### src/rtl/acp_ram_subunit.sv
// ACP RAM window load/store subunit: one request at a time, bridged to a single-beat
// AXI4-Lite read or write, with one tagged response per request.
module acp_ram_subunit #(
  parameter logic [31:0] ADDR_L    = 32'h0003_0000,
  parameter logic [31:0] ADDR_H    = 32'h0003_0080,
  parameter int unsigned BIT_CHECK = 16,
  parameter int unsigned ID_W      = 3
) (
  input  logic            clk,
  input  logic            rst_n,
  input  logic            req_valid,
  output logic            req_ready,
  input  logic [31:0]     req_addr,
  input  logic            req_we,
  input  logic [3:0]      req_be,
  input  logic [31:0]     req_wdata,
  input  logic [ID_W-1:0] req_id,
  output logic            rsp_valid,
  input  logic            rsp_ready,
  output logic [31:0]     rsp_data,
  output logic [ID_W-1:0] rsp_id,
  output logic            rsp_err,
  output logic            m_awvalid,
  input  logic            m_awready,
  output logic [31:0]     m_awaddr,
  output logic            m_wvalid,
  input  logic            m_wready,
  output logic [31:0]     m_wdata,
  output logic [3:0]      m_wstrb,
  input  logic            m_bvalid,
  output logic            m_bready,
  input  logic [1:0]      m_bresp,
  output logic            m_arvalid,
  input  logic            m_arready,
  output logic [31:0]     m_araddr,
  input  logic            m_rvalid,
  output logic            m_rready,
  input  logic [31:0]     m_rdata,
  input  logic [1:0]      m_rresp,
  output logic            busy
);

  localparam int unsigned CHK_LO = 32 - BIT_CHECK;

  typedef enum logic [2:0] {
    IDLE    = 3'd0,
    WR_REQ  = 3'd1,
    WR_RESP = 3'd2,
    RD_REQ  = 3'd3,
    RD_RESP = 3'd4,
    RSP     = 3'd5
  } state_e;

  state_e          state_q, state_d;
  logic            req_ready_q, req_ready_d;
  logic            busy_q, busy_d;
  logic [31:0]     addr_q, addr_d;
  logic [31:0]     wdata_q, wdata_d;
  logic [3:0]      wstrb_q, wstrb_d;
  logic            awvalid_q, awvalid_d;
  logic            wvalid_q, wvalid_d;
  logic            bready_q, bready_d;
  logic            arvalid_q, arvalid_d;
  logic            rready_q, rready_d;
  logic            rsp_valid_q, rsp_valid_d;
  logic [31:0]     rsp_data_q, rsp_data_d;
  logic [ID_W-1:0] rsp_id_q, rsp_id_d;
  logic            rsp_err_q, rsp_err_d;

  logic in_win_c;
  logic aw_done_c;
  logic w_done_c;

  // Coarse upper-bit match plus exact inclusive range check
  assign in_win_c = (req_addr[31:CHK_LO] == ADDR_L[31:CHK_LO]) &&
                    (req_addr >= ADDR_L) && (req_addr <= ADDR_H);

  // A channel is done once its valid has dropped or it handshakes this cycle
  assign aw_done_c = !awvalid_q || m_awready;
  assign w_done_c  = !wvalid_q  || m_wready;

  always_comb begin
    state_d     = state_q;
    req_ready_d = req_ready_q;
    busy_d      = busy_q;
    addr_d      = addr_q;
    wdata_d     = wdata_q;
    wstrb_d     = wstrb_q;
    awvalid_d   = awvalid_q;
    wvalid_d    = wvalid_q;
    bready_d    = bready_q;
    arvalid_d   = arvalid_q;
    rready_d    = rready_q;
    rsp_valid_d = rsp_valid_q;
    rsp_data_d  = rsp_data_q;
    rsp_id_d    = rsp_id_q;
    rsp_err_d   = rsp_err_q;

    unique case (state_q)
      IDLE: begin
        if (req_valid) begin
          addr_d      = {req_addr[31:2], 2'b00};
          wdata_d     = req_wdata;
          wstrb_d     = req_be;
          rsp_id_d    = req_id;
          req_ready_d = 1'b0;
          busy_d      = 1'b1;
          if (!in_win_c) begin
            state_d     = RSP;
            rsp_valid_d = 1'b1;
            rsp_err_d   = 1'b1;
            rsp_data_d  = 32'd0;
          end else if (req_we) begin
            state_d   = WR_REQ;
            awvalid_d = 1'b1;
            wvalid_d  = 1'b1;
          end else begin
            state_d   = RD_REQ;
            arvalid_d = 1'b1;
          end
        end
      end
      WR_REQ: begin
        if (awvalid_q && m_awready) awvalid_d = 1'b0;
        if (wvalid_q && m_wready)   wvalid_d  = 1'b0;
        if (aw_done_c && w_done_c) begin
          state_d  = WR_RESP;
          bready_d = 1'b1;
        end
      end
      WR_RESP: begin
        if (m_bvalid) begin
          state_d     = RSP;
          bready_d    = 1'b0;
          rsp_valid_d = 1'b1;
          rsp_err_d   = (m_bresp != 2'b00);
          rsp_data_d  = 32'd0;
        end
      end
      RD_REQ: begin
        if (m_arready) begin
          state_d   = RD_RESP;
          arvalid_d = 1'b0;
          rready_d  = 1'b1;
        end
      end
      RD_RESP: begin
        if (m_rvalid) begin
          state_d     = RSP;
          rready_d    = 1'b0;
          rsp_valid_d = 1'b1;
          rsp_err_d   = (m_rresp != 2'b00);
          rsp_data_d  = m_rdata;
        end
      end
      RSP: begin
        if (rsp_ready) begin
          state_d     = IDLE;
          rsp_valid_d = 1'b0;
          req_ready_d = 1'b1;
          busy_d      = 1'b0;
        end
      end
      default: begin
        state_d     = IDLE;
        req_ready_d = 1'b1;
        busy_d      = 1'b0;
      end
    endcase
  end

  always_ff @(posedge clk or negedge rst_n) begin
    if (!rst_n) begin
      state_q     <= IDLE;
      req_ready_q <= 1'b1;
      busy_q      <= 1'b0;
      addr_q      <= 32'd0;
      wdata_q     <= 32'd0;
      wstrb_q     <= 4'd0;
      awvalid_q   <= 1'b0;
      wvalid_q    <= 1'b0;
      bready_q    <= 1'b0;
      arvalid_q   <= 1'b0;
      rready_q    <= 1'b0;
      rsp_valid_q <= 1'b0;
      rsp_data_q  <= 32'd0;
      rsp_id_q    <= ID_W'(0);
      rsp_err_q   <= 1'b0;
    end else begin
      state_q     <= state_d;
      req_ready_q <= req_ready_d;
      busy_q      <= busy_d;
      addr_q      <= addr_d;
      wdata_q     <= wdata_d;
      wstrb_q     <= wstrb_d;
      awvalid_q   <= awvalid_d;
      wvalid_q    <= wvalid_d;
      bready_q    <= bready_d;
      arvalid_q   <= arvalid_d;
      rready_q    <= rready_d;
      rsp_valid_q <= rsp_valid_d;
      rsp_data_q  <= rsp_data_d;
      rsp_id_q    <= rsp_id_d;
      rsp_err_q   <= rsp_err_d;
    end
  end

  assign req_ready = req_ready_q;
  assign busy      = busy_q;
  assign m_awvalid = awvalid_q;
  assign m_awaddr  = addr_q;
  assign m_wvalid  = wvalid_q;
  assign m_wdata   = wdata_q;
  assign m_wstrb   = wstrb_q;
  assign m_bready  = bready_q;
  assign m_arvalid = arvalid_q;
  assign m_araddr  = addr_q;
  assign m_rready  = rready_q;
  assign rsp_valid = rsp_valid_q;
  assign rsp_data  = rsp_data_q;
  assign rsp_id    = rsp_id_q;
  assign rsp_err   = rsp_err_q;

endmodule

### config.mk
export PLATFORM = sky130hd
export DESIGN_NAME = acp_ram_subunit
export DESIGN_NICKNAME = d
export VERILOG_FILES = /design/src/rtl/acp_ram_subunit.sv
export SDC_FILE = /design/constraint.sdc
export NUM_CORES = 1
export LEC_CHECK = 0
export ABC_CLOCK_PERIOD_IN_PS = 1750
export BUFFER_PORTS_ARGS = -buffer_cell sky130_fd_sc_hd__buf_2
export CAP_MARGIN = 10
export CELL_PAD_IN_SITES_DETAIL_PLACEMENT = 1
export CELL_PAD_IN_SITES_GLOBAL_PLACEMENT = 1
export CORE_MARGIN = 2
export CORE_UTILIZATION = 31
export CTS_CLUSTER_DIAMETER = 100
export DETAILED_ROUTE_END_ITERATION = 6
export PLACE_DENSITY = 0.88
export SYNTH_ARGS = -nofsm -noshare
export SYNTH_HDL_FRONTEND = slang
export SYNTH_SLANG_ARGS = --single-unit
### constraint.sdc
create_clock -name clk -period 1.75 [get_ports clk]
set_input_delay 0.175 -clock clk [delete_from_list [all_inputs] [get_ports clk]]
set_output_delay 0.175 -clock clk [all_outputs]
set_load 0.03 [all_outputs]
==> results.cfg, run 1 <==
[setup_path]
cp.arrival_ns = 2.00
cp-end-kind = flop
cp-startpoint = state_q[2]
reg2regPathDepth = 5
worst-path-max-fanout = 22
startpoint_type = flop
critPathKind = flop to flop
rr_startpoint = state_q[2]
rr_endpoint = rsp_data[0]
worst-endpoint-required_ns = 2.02
r2r_setup_slack_ns = 0.03
crit_end = rsp_data[0]

[pwr]
peakVddDrop_uv = 1577
powerDensity_mw_per_mm2 = 2033
power_mw = 16.61
power_leakage_nw = 3.777

[timing]
timing.hold.ws_ns = 0.02053
skew_ns = 0.007122
fin_crit_ns = 1.722
finalSetupViolCount = 0
max_freq_mhz = 580.6
maxSlewViolCount = 0
rsz0062_at_grt = true
fin_crit_sh = 0.9841
setup_tns_ns = 0
hold_viol = 0

[logic_synthesis]
synthCells = 458
ys_seq_elements = 113
syn_avg_cell_area_um2 = 11.73
ys_seq_area_frac = 0.5267
synthArstFlopShare = 1.000
netlist_area_mm2 = 0.005371
yosysWarningCount = 0
synth_ff_type = dfrtp_1
synth-edff-count = 0
yosys.cell_types.count = 48

[drt]
first_iter_violations = 130
firstDrtPassIters = 4
vias_per_cell = 4.925
ant_nets = 0
finalWirelength_um = 18930
num_vias = 4950
avgRoutedWirePerCell_um = 18.84
drcViolationCount = 0

[global_route]
grt_remaining_overflow = 0
antenna_found_initial = 2
grt_pass1_vias = 5424
grt_use_total = 0.2051
grt_pass1_wl_um = 29300
grt_max_degree = 61

[cells_and_area]
final_common_cell = buf_2
final_cell_mix = 255 x buf_2, 109 x dfrtp_1, 64 x dlygate4sd3_1
nets = 883
drive_gt1_frac = 0.5116
final_util = 0.4771
instances_no_fill = 1005
syn2layout_area_growth_pct = 52.04

[die]
die_area_mm2 = 0.01840
start_util = 0.3138
fp-row-count = 48
die_y_um = 135.6
ioPinCount = 261
fp.dieW_um = 135.6
fp.coreArea_mm2 = 0.01712

[clock_tree]
cts-buffers-inserted = 17
clock_tree.buffer_depth = 2
clkLatencyLatePin_ns = 0.41
path_clk_slew_ns = 0.06
cts_tree = yes
cts.sinks = 113
post_cts_buffers = 0
cts_root_buf = clkbuf_16
cts_max_level = 4

[placed_design]
hpwl_um = 12540
portBuffers = 256
dp_cells = 907
routabilityCongestion = 0.7802

[status]
status = finished clean

[run]
maxCapViolCount = 0

[worst_hold_path]
worst_hold_path_type = input pin to flop
-- worst min path at each step --
stage,slack [ns],endpoint,cells after the start,startpoint
2_1_floorplan,-0.12,busy,0,rst_n
3_3_place_gp,0.21,rsp_data[17],2,rst_n
3_5_place_dp,0.20,rsp_data[17],2,rst_n
4_1_cts,0.0006,m_araddr[30],2,req_addr[30]
5_1_grt,0.005,m_araddr[4],2,req_addr[4]
6_report,0.02,rsp_data[24],3,m_rdata[24]
-- critical path: stages (launching register included) --
cell and delay [ns]:
dfrtp_2 0.48, or2_2 0.33, o32a_1 0.25, buf_6 0.20
o21ai_0 0.19, o211ai_1 0.13
-- area by class of cell --
cell class	instances	area [µm²]
clock inverter	10	133.9
inverter	9	33.78
tap	225	281.5
timing repair buffer	353	2288
antenna	2	5.005
sequential	113	2833
multi-input combinational	272	2121
fill	1920	8950
clock buffer	21	470.5
-- metrics by stage --
step / worst slack [ns] / cell area (µm²)
after floorplan: 0.09148 / 5391
final: 0.02776 / 8167
after global routing: -0.01506 / 8164
after global placement: -0.05704 / 6872
after CTS: 0.02775 / 8123
after detailed placement: -0.09235 / 6872
-- metal layers --
metal  track usage  wire length (µm)
met5             0                 0
met4       0.06134               296
met3       0.07632              1511
met2        0.3538              9711
met1        0.2374              7412
-- logic make-up after synthesis --
| family | count (synthesis) | synth area share |
|---|---|---|
| multiplexers | 70 | 0.1465 |
| buffers and inverters | 76 | 0.08479 |
| AO/OA/AOI/OAI | 90 | 0.1165 |
| other | 1 | 0.0006981 |
| flip-flops | 113 | 0.5267 |
| AND/OR/NAND/NOR | 108 | 0.1249 |
-- Yosys cell counts, types with 6 or more instances --
master	count	area, µm²
o211ai_1	31	232.7
inv_1	9	33.78
clkbuf_1	14	52.55
mux2_2	62	698.2
a21oi_1	6	30.03
nor2_1	6	22.52
buf_2	16	80.08
nand4b_1	32	280.3
nand2_1	41	153.9
buf_4	34	255.2
o21ai_0	35	175.2
mux2_1	7	78.83
dfrtp_1	112	2803
nor4_1	9	56.30
-- flip-flops by register name (all words and copies together), names as in the netlist, 3 cells and up --
| name | count |
|---|---|
| m_wdata | 32 |
| rsp_data | 32 |
| m_araddr | 30 |
| m_wstrb | 4 |
| rsp_id | 3 |
| state_q | 3 |
-- power by group --
group	switching, mW	total [mW]	internal, mW
clock network	1.25	3.59	2.33
registers	0.831	4.62	3.79
logic	5.45	8.40	2.95
total	7.53	16.6	9.07
-- what timing repair did --
action,in CTS,in global routing
hold buffers,64,0
endpoints found under the hold margin,175,0
cloned,0,1
resized for setup,3,12
endpoints found under the setup margin,6,80
No activity file was read; power rests on OpenSTA's default activity.
==> run 2, diff against run 1 <==
--- a/config.mk
+++ b/config.mk
@@ -5,7 +5,6 @@
 export SDC_FILE = /design/constraint.sdc
 export NUM_CORES = 1
 export LEC_CHECK = 0
-export ABC_CLOCK_PERIOD_IN_PS = 1750
 export BUFFER_PORTS_ARGS = -buffer_cell sky130_fd_sc_hd__buf_2
 export CAP_MARGIN = 10
 export CELL_PAD_IN_SITES_DETAIL_PLACEMENT = 1
@@ -14,6 +13,7 @@
 export CORE_UTILIZATION = 31
 export CTS_CLUSTER_DIAMETER = 100
 export DETAILED_ROUTE_END_ITERATION = 6
+export HOLD_SLACK_MARGIN = 0.05
 export PLACE_DENSITY = 0.88
 export SYNTH_ARGS = -nofsm -noshare
 export SYNTH_HDL_FRONTEND = slang
==> run 2 against run 1 <==
The flow now finishes with violations (negative setup slack). First-iteration DRC count down 7.7%. Largest cell class unchanged. Highest routed layer unchanged. Maximum frequency fell by 1.9%. Via count rose by 5.2%. Wire length is 7.9% higher. Die area is the same. Global-route usage increased by 1.4 points. Final area is 5.5% higher. Largest power group unchanged.
==> results.cfg, run 2 (synthesis results as in run 1) <==
[cells_and_area]
final_common_cell = buf_2
final_cell_mix = 255 x buf_2, 109 x dfrtp_1, 102 x dlygate4sd3_1
drive_gt1_frac = 0.4951
finalInstanceArea_mm2 = 0.008612
nets = 921
final_util = 0.5031
instances_no_fill = 1043
syn2layout_area_growth_pct = 60.33

[run]
maxCapViolCount = 0

[die]
fp.dieW_um = 135.6
fp.coreArea_mm2 = 0.01712
die_area_mm2 = 0.01840
start_util = 0.3138
ioPinCount = 261
die_y_um = 135.6
fp-row-count = 48

[placed_design]
portBuffers = 256
place_ws_ns = -0.09235
dp_cells = 907
hpwl_um = 12540
post_dp_cell_area_mm2 = 0.006872
routabilityCongestion = 0.7802

[global_route]
grtUsageMet2 = 0.3883
grt-busiest-layer = met2
antenna_found_initial = 2
grt_remaining_overflow = 0
grt_pass1_wl_um = 31040
use_met3 = 0.07407
grt_pass1_vias = 5825
grt_use_total = 0.2192
grt_max_degree = 61
grtUsageMet1 = 0.2433

[setup_path]
slowest_delay_ns = 0.54
critPathKind = input pin to flop
cp_top_family = buffers and inverters
worst-path-max-fanout = 32
cp.arrival_ns = 2.07
crit_chain = dlygate4sd3_1, buf_2, nor4_1, nand2_1, or2_4, buf_12, o211ai_1
critical_path_buf_inv_count = 3
startpoint_type = input pin
critPathSlowestCell = dlygate4sd3_1
cp-end-kind = flop
worst-endpoint-required_ns = 2.07

[timing]
finalSetupViolCount = 1
worst_slack_ns = -0.005282
maxSlewViolCount = 0
setup_tns_ns = -0.005282
fin_crit_sh = 1.003
hold_viol = 0
skew_ns = 0.006136
fin_crit_ns = 1.755
max_freq_mhz = 569.7

[drt]
drcViolationCount = 0
ant_nets = 0
num_vias = 5208
avgRoutedWirePerCell_um = 19.59
first_iter_violations = 120
firstDrtPassIters = 4
finalWirelength_um = 20430
vias_per_cell = 4.993

[worst_hold_path]
worst_hold_path_type = input pin to flop

[pwr]
power_leakage_nw = 3.951
powerDensity_mw_per_mm2 = 1946
peakVddDrop_uv = 1339

[clock_tree]
cts_tree = yes
clock_tree.buffer_depth = 2
cts-buffers-inserted = 17
cts_root_buf = clkbuf_16
cts.sinks = 113
path_clk_slew_ns = 0.06
clkLatencyLatePin_ns = 0.41
cts_max_level = 4

[status]
status = complete, but fails checks
violations = negative setup slack
-- run 2: changes by cell type in the layout (fill, tap and decap cells not counted), moves of 2 or more --
cell	change
buf_4	-2
buf_6	+2
dlygate4sd3_1	+38
nor4_1	-5
nor4_2	+3
nor4_4	+2
o21ai_0	+2
o21ai_1	-2
-- run 2: repair_timing --
action,CTS,global route
hold endpoints to repair,214,0
hold buffers,102,0
endpoints found under the setup margin,6,97
pin swaps,0,3
cloned,0,1
resized for setup,3,21
buffers inserted,0,0
-- run 2: report_power, final --
part | internal [mW] | switching, mW | leakage (nW) | total, mW
Combinational | 3.02 | 5.51 | 2.28 | 8.53
Clock | 2.34 | 1.25 | 0.295 | 3.59
Sequential | 3.79 | 0.854 | 1.37 | 4.64
-- run 2: worst reg2reg max path, cell delays in order (launching register included) --
cell	delay [ns]
dfrtp_2	0.47
or2_2	0.33
o32a_1	0.24
buf_6	0.20
o21ai_0	0.19
o211ai_1	0.13
-- run 2: final timing paths --
| check | start | end | slack (ns) | cells past startpoint |
|---|---|---|---|---|
| worst max-delay path | req_addr[20] | rsp_data[0] | -0.005 | 7 |
| min in group asynchronous | rst_n | rsp_data[17] | 0.31 | 3 |
| worst min register to register | req_ready | req_ready | 0.47 | 2 |
| worst min-delay path | req_addr[2] | m_araddr[2] | 0.08 | 2 |
| worst max register to register | state_q[2] | rsp_data[0] | 0.05 | 5 |
| max in group asynchronous | rst_n | state_q[2] | 1.09 | 3 |
-- run 2: metal layers --
metal	part of all wire	up-vias
met4	0.026	0
li1	-	2337
met5	0	-
met2	0.53	240
met1	0.38	2588
met3	0.071	43
-- run 2: stage by stage --
| stage | total power, mW | hold slack [ns] |
|---|---|---|
| floorplan | 10.38 | -0.1206 |
| global placement | 12.51 | 0.2055 |
| detailed placement | 12.77 | 0.2041 |
| CTS | 16.61 | 0.05505 |
| global route | 17.59 | 0.07153 |
| finish | 16.76 | 0.08137 |
-- run 2: area by class of cell --
type / count / area [µm²]
fillers: 1861 / 8504
flip-flops and latches: 113 / 2833
repair buffers: 391 / 2676
multi-input cells: 272 / 2178
clock buffers: 21 / 470.5
well taps: 225 / 281.5
clock inverters: 10 / 133.9
inverters: 9 / 33.78
diodes: 2 / 5.005
